`src/rtl/ex_stage.sv`:
```
// Execute stage: operand forwarding, ALU, shift-add multiplier FSM and the EX/MEM pipeline register.
// A multiply stalls the front end until its product is captured into EX/MEM.
module ex_stage #(
  parameter int XLEN      = 32,
  parameter int MUL_STEPS = 32
) (
  input  logic            clk,
  input  logic            rst,
  input  logic            flush,
  input  logic            reg_dst_id_ex,
  input  logic            reg_write_id_ex,
  input  logic            alu_src_id_ex,
  input  logic            mem_read_id_ex,
  input  logic            mem_write_id_ex,
  input  logic            mem_to_reg_id_ex,
  input  logic            branch_id_ex,
  input  logic            jump_id_ex,
  input  logic [1:0]      alu_op_id_ex,
  input  logic [XLEN-1:0] signextend_id_ex,
  input  logic [5:0]      func_id_ex,
  input  logic [XLEN-1:0] rs_data_id_ex,
  input  logic [XLEN-1:0] rt_data_id_ex,
  input  logic [4:0]      rs_id_ex,
  input  logic [4:0]      rt_id_ex,
  input  logic [4:0]      rd_id_ex,
  input  logic            wb_reg_write,
  input  logic [4:0]      wb_rd,
  input  logic [XLEN-1:0] wb_data,
  output logic            reg_write_ex_mem,
  output logic            mem_read_ex_mem,
  output logic            mem_write_ex_mem,
  output logic            mem_to_reg_ex_mem,
  output logic            jump_ex_mem,
  output logic            branch_taken_ex_mem,
  output logic            zero_ex_mem,
  output logic [XLEN-1:0] alu_result_ex_mem,
  output logic [XLEN-1:0] store_data_ex_mem,
  output logic [4:0]      write_reg_ex_mem,
  output logic            stall_ex
);

  localparam int CNT_W = $clog2(MUL_STEPS);

  localparam logic [1:0] ST_IDLE = 2'd0;
  localparam logic [1:0] ST_BUSY = 2'd1;
  localparam logic [1:0] ST_DONE = 2'd2;

  localparam logic [5:0] FN_ADD = 6'b100000;
  localparam logic [5:0] FN_SUB = 6'b100010;
  localparam logic [5:0] FN_AND = 6'b100100;
  localparam logic [5:0] FN_OR  = 6'b100101;
  localparam logic [5:0] FN_SLT = 6'b101010;
  localparam logic [5:0] FN_MUL = 6'b011000;

  logic [1:0]       state_r;
  logic [CNT_W-1:0] cnt_r;
  logic [XLEN-1:0]  mcand_r;
  logic [XLEN-1:0]  mplier_r;
  logic [XLEN-1:0]  acc_r;

  logic [XLEN-1:0]  fwd_a_s;
  logic [XLEN-1:0]  fwd_b_s;
  logic [XLEN-1:0]  op_b_s;
  logic [XLEN-1:0]  alu_res_s;
  logic [4:0]       dest_s;
  logic             is_mul_s;

  // The in-flight EX/MEM result wins over the older MEM/WB value; r0 is never forwarded.
  function automatic logic [XLEN-1:0] fwd_sel(
    input logic [4:0]      idx,
    input logic [XLEN-1:0] id_data,
    input logic            em_we,
    input logic [4:0]      em_rd,
    input logic [XLEN-1:0] em_data,
    input logic            wb_we,
    input logic [4:0]      wb_idx,
    input logic [XLEN-1:0] wb_val
  );
    logic [XLEN-1:0] r;
    if (em_we && (em_rd != 5'd0) && (em_rd == idx)) begin
      r = em_data;
    end else if (wb_we && (wb_idx != 5'd0) && (wb_idx == idx)) begin
      r = wb_val;
    end else begin
      r = id_data;
    end
    return r;
  endfunction

  // Operand selection and ALU evaluation
  always_comb begin
    fwd_a_s = fwd_sel(rs_id_ex, rs_data_id_ex, reg_write_ex_mem, write_reg_ex_mem,
                      alu_result_ex_mem, wb_reg_write, wb_rd, wb_data);
    fwd_b_s = fwd_sel(rt_id_ex, rt_data_id_ex, reg_write_ex_mem, write_reg_ex_mem,
                      alu_result_ex_mem, wb_reg_write, wb_rd, wb_data);
    op_b_s   = alu_src_id_ex ? signextend_id_ex : fwd_b_s;
    dest_s   = reg_dst_id_ex ? rd_id_ex : rt_id_ex;
    is_mul_s = (alu_op_id_ex == 2'b10) && (func_id_ex == FN_MUL);
    alu_res_s = '0;
    case (alu_op_id_ex)
      2'b00:   alu_res_s = fwd_a_s + op_b_s;
      2'b01:   alu_res_s = fwd_a_s - op_b_s;
      2'b11:   alu_res_s = fwd_a_s | op_b_s;
      2'b10: begin
        case (func_id_ex)
          FN_ADD:  alu_res_s = fwd_a_s + op_b_s;
          FN_SUB:  alu_res_s = fwd_a_s - op_b_s;
          FN_AND:  alu_res_s = fwd_a_s & op_b_s;
          FN_OR:   alu_res_s = fwd_a_s | op_b_s;
          FN_SLT:  alu_res_s = {{(XLEN-1){1'b0}}, ($signed(fwd_a_s) < $signed(op_b_s))};
          FN_MUL:  alu_res_s = acc_r;
          default: alu_res_s = '0;
        endcase
      end
      default: alu_res_s = '0;
    endcase
  end

  assign stall_ex = is_mul_s && (state_r != ST_DONE) && !flush && !rst;

  // Shift-add multiplier sequencing; operands are latched once on entry
  always_ff @(posedge clk) begin
    if (rst) begin
      state_r  <= ST_IDLE;
      cnt_r    <= '0;
      mcand_r  <= '0;
      mplier_r <= '0;
      acc_r    <= '0;
    end else if (flush) begin
      state_r <= ST_IDLE;
    end else begin
      case (state_r)
        ST_IDLE: begin
          if (is_mul_s) begin
            mcand_r  <= fwd_a_s;
            mplier_r <= op_b_s;
            acc_r    <= '0;
            cnt_r    <= CNT_W'(MUL_STEPS - 1);
            state_r  <= ST_BUSY;
          end
        end
        ST_BUSY: begin
          if (mplier_r[0]) begin
            acc_r <= acc_r + mcand_r;
          end
          mcand_r  <= mcand_r << 1;
          mplier_r <= mplier_r >> 1;
          if (cnt_r == '0) begin
            state_r <= ST_DONE;
          end else begin
            cnt_r <= cnt_r - CNT_W'(1);
          end
        end
        ST_DONE: state_r <= ST_IDLE;
        default: state_r <= ST_IDLE;
      endcase
    end
  end

  // EX/MEM pipeline register; reset, flush and stall all load a bubble
  always_ff @(posedge clk) begin
    if (rst || flush || stall_ex) begin
      reg_write_ex_mem    <= 1'b0;
      mem_read_ex_mem     <= 1'b0;
      mem_write_ex_mem    <= 1'b0;
      mem_to_reg_ex_mem   <= 1'b0;
      jump_ex_mem         <= 1'b0;
      branch_taken_ex_mem <= 1'b0;
      zero_ex_mem         <= 1'b0;
      alu_result_ex_mem   <= '0;
      store_data_ex_mem   <= '0;
      write_reg_ex_mem    <= 5'd0;
    end else begin
      reg_write_ex_mem    <= reg_write_id_ex;
      mem_read_ex_mem     <= mem_read_id_ex;
      mem_write_ex_mem    <= mem_write_id_ex;
      mem_to_reg_ex_mem   <= mem_to_reg_id_ex;
      jump_ex_mem         <= jump_id_ex;
      branch_taken_ex_mem <= branch_id_ex && (alu_res_s == '0);
      zero_ex_mem         <= (alu_res_s == '0);
      alu_result_ex_mem   <= alu_res_s;
      store_data_ex_mem   <= fwd_b_s;
      write_reg_ex_mem    <= dest_s;
    end
  end

endmodule

```
`config.mk`:
```
export PLATFORM = sky130hd
export DESIGN_NAME = ex_stage
export DESIGN_NICKNAME = d
export VERILOG_FILES = /design/src/rtl/ex_stage.sv
export SDC_FILE = /design/constraint.sdc
export NUM_CORES = 1
export LEC_CHECK = 0
export CAP_MARGIN = 20
export CORE_ASPECT_RATIO = 0.75
export CORE_MARGIN = 8
export CORE_UTILIZATION = 55
export DETAILED_ROUTE_END_ITERATION = 10
export GPL_ROUTABILITY_DRIVEN = 1
export HOLD_SLACK_MARGIN = 0.1
export PLACE_DENSITY = 0.81
export SETUP_SLACK_MARGIN = 0.3
export SYNTH_ARGS = -nofsm -noshare
export SYNTH_HDL_FRONTEND = slang
export SYNTH_SLANG_ARGS = --single-unit
```
`constraint.sdc`:
```
create_clock -name clk -period 8.7 [get_ports clk]
set_input_delay 0.87 -clock clk [delete_from_list [all_inputs] [get_ports clk]]
set_output_delay 0.87 -clock clk [all_outputs]
set_load 0.01 [all_outputs]
```
==> results.yml <==
power:
  power_frac_clock_pct: 30.6
  switchingPower_uw: 997.0
  leakage_uw: 0.007920
  seq_power_share_pct: 33.0
  p_total_uw: 2595
  swShare_pct: 38.42
  ir_drop_mv: 0.1338
  pwr-share-comb_pct: 36.3
  p_per_area_mw_per_mm2: 132.0
  power_report.internal_total_uw: 1598
cts:
  cts_buffer_depth: 2
  cts.repair.resized: 0
  insertion_delay_ps: 470
  cts_tree: "done"
  htree_levels: 4
  cts_root_buf: "clkbuf_16"
  cts_made_buffers: 17
  path_clk_slew_ps: 80
  cts_sinks: 179
  holdBufCountCts: 0
  post_cts_buffers: 0
die:
  rows: 54
  die_h_um: 164.6
  start_util_pct: 55.72
  die_x_um: 214.1
  core-area_mm2: 0.02905
  dieArea_mm2: 0.03524
  ioPinCount: 245
layout:
  fin_nets: 2698
  drive_gt1_share_pct: 6.835
  final_cell_mix: "350 x nor2_1, 241 x clkdlybuf4s50_1, 212 x a21oi_1"
  stdcell_count: 2807
  final_core_util_pct: 67.68
  final_common_cell: "nor2_1"
  syn2layout_area_growth_pct: 21.47
worst_setup_path:
  critical_path_class: "input port to register"
  cp_max_fo: 19
  startpoint_type: "input port"
  r2r-start: "write_reg_ex_mem[0]"
  max_stage_delay_ps: 760
  critical_path.top_delay_family: "simple AND/OR/NAND/NOR gates"
  critPathLaunch: "wb_rd[0]"
  crit_buf_inv: 3
  endpoint_kind: "register"
  cp_data_required_time_ps: 9100
  worst_path_max_delay_cell: "nor3_2"
  cp.arrival_ps: 8040
  path_cells: "clkdlybuf4s50_1 > xor2_1 > or3_1 > nor3_2 > buf_4 > mux2i_1 > o21ai_0 > inv_1 > ha_1 > nor4_1 > nand2_1 > a211o_1 > a211o_1 > and3_4 > nand2_1 > a41oi_1 > o21ai_0 > nand4_1 > nor4_1 > nand4_1 > nor3b_2"
logic_synthesis:
  syn-num-nets: 2510
  synthesis.area_mm2: 0.01619
  ys_seq_elements: 179
  seq_area_frac_synth_pct: 22.14
  yosys_warnings: 0
  synth.avg_cell_area_um2: 7.315
  postSynthCellCount: 2213
  synth-edff-count: 0
  synthArstFlopShare_pct: 0
  yosys_most_used_dff: "dfxtp_1"
  yosysUniqueCellTypes: 99
route:
  drtIter0Drc: 2489
  wl_per_cell_um: 24.75
  routed_wl_um: 69470
  first_pass_iters: 7
  ant_nets: 0
  drc_errors: 0
  vias_per_cell: 6.627
  vias: 18600
global_route:
  grt_pass1_wl_um: 105300
  grt-ovfl-total: 0
  grtUsageTotal_pct: 37.97
  antenna_found_initial: 2
  grt_max_degree: 69
  grt_pass1_vias: 17640
sta:
  finalCritPeriodShare_pct: 87.78
  finalSetupTns_ps: 0
  finClkSkew_ps: 13.08
  final.min_clock_period_ps: 7637
  relSlewSlack_pct: 19.91
  finalSetupViolCount: 0
  hold_violations: 0
  timing.hold.ws_ps: 493.3
  rsz0062_at_grt: "false"
  fmax_mhz: 130.9
  drv_slew: 0
  worst_pin_slew_ps: 1185
run:
  maxCapViolations: 0
placement:
  hpwlAfterDp_um: 53780
  port_buffers: 244
  place.gp.congestion: 1.042
  dp_cells: 2773
hold_path:
  hold_start: "mplier_r[13]"
  min_path_type: "register to register"
outcome:
  status: "finished clean"
==> cell usage after synthesis (all sizes together) (8+ instances only) <==
master,instances,area share (%)
or3,14,0.54
and2,23,0.90
o221ai,12,0.65
a21oi,216,6.7
inv,110,2.6
a311oi,34,1.8
buf,22,0.67
nand2,194,4.5
o211ai,15,0.76
a31oi,29,1.6
mux2i,68,4.2
clkbuf,104,2.4
nor2,354,8.2
dfxtp,179,22
o21bai,17,0.81
o21ai,113,3.6
ha,128,9.9
o2111ai,8,0.51
o31a,11,0.60
xor2,22,1.2
a211oi,47,2.2
o31ai,26,1.7
a221oi,10,0.62
or2,11,0.43
nand4,18,0.70
nand3,28,0.87
and3,20,0.80
o21a,17,0.79
a211o,13,0.70
xnor2,54,2.9
nor3,56,1.8
a22oi,42,1.9
o22ai,21,0.81
nand2b,11,0.43
a21o,40,1.9
==> path summary, 6_finish.rpt <==
path,slack (ps),to,depth (start not counted)
worst max-delay path,1060,branch_taken_ex_mem,21
worst min-delay path,490,mplier_r[13],2
worst max register to register,1900,branch_taken_ex_mem,21
worst min register to register,490,mplier_r[13],2
==> registers in the layout, summed over array words and instances (netlist names), 2 cells and up <==
name	count
acc_r	32
alu_result_ex_mem	32
mcand_r	32
mplier_r	32
store_data_ex_mem	32
cnt_r	5
write_reg_ex_mem	5
state_r	2
==> logic make-up (layout without fill, tap and decap cells) <==
logic type                 after synthesis  count (layout)  synth area share, %
adders and majority gates              129             129                10.02
AOI/OAI and AO/OA                      746             746                32.17
other                                    0               1                    0
buffers and inverters                  237             438                5.658
and+or+nand+nor                        776             776                21.56
xor gates and xnor gates                76              76                4.112
DFF                                    179             179                22.14
muxes                                   70              70                4.344
==> power groups by stage <==
| stage | clock (µW) | sequential [µW] | combinational, µW |
|---|---|---|---|
| 3_5_place_dp | 0 | 876 | 905 |
| 5_1_grt | 833 | 860 | 993 |
| 2_1_floorplan | 0 | 881 | 548 |
| 3_3_place_gp | 0 | 875 | 902 |
| 4_1_cts | 797 | 857 | 912 |
| 6_report | 795 | 857 | 943 |
==> tightest hold or removal path, stage by stage, from the launching register on <==
cell,delay [ps]
dfxtp_1,330
a21oi_1,60
nor2_1,70
==> metal layers <==
layer	up-vias	global-route usage, %	routed length [µm]	share of wire [%]
met2	1200	62.78	31150	45
met3	245	8.675	7335	11
met5	-	0	0	0
met1	8738	45.15	26710	38
met4	0	22.64	4279	6.2
li1	8419	-	-	-
==> metrics by stage <==
stage,cell area (µm²),setup slack (ps)
floorplan,16190,2228
global placement,19060,877.2
detailed placement,19060,774.2
CTS,19650,1230
global route,19660,869.0
finish,19660,1063
==> cell type report <==
cell class | count | area, µm²
inverters | 111 | 416.7
well taps | 392 | 490.5
clock buffers | 18 | 429.2
diodes | 1 | 2.502
multi-input cells | 1797 | 11760
flip-flops and latches | 179 | 3583
repair buffers | 295 | 2816
clock inverters | 14 | 165.2
fillers | 2452 | 9389
Power figures use the tool's default switching activity.
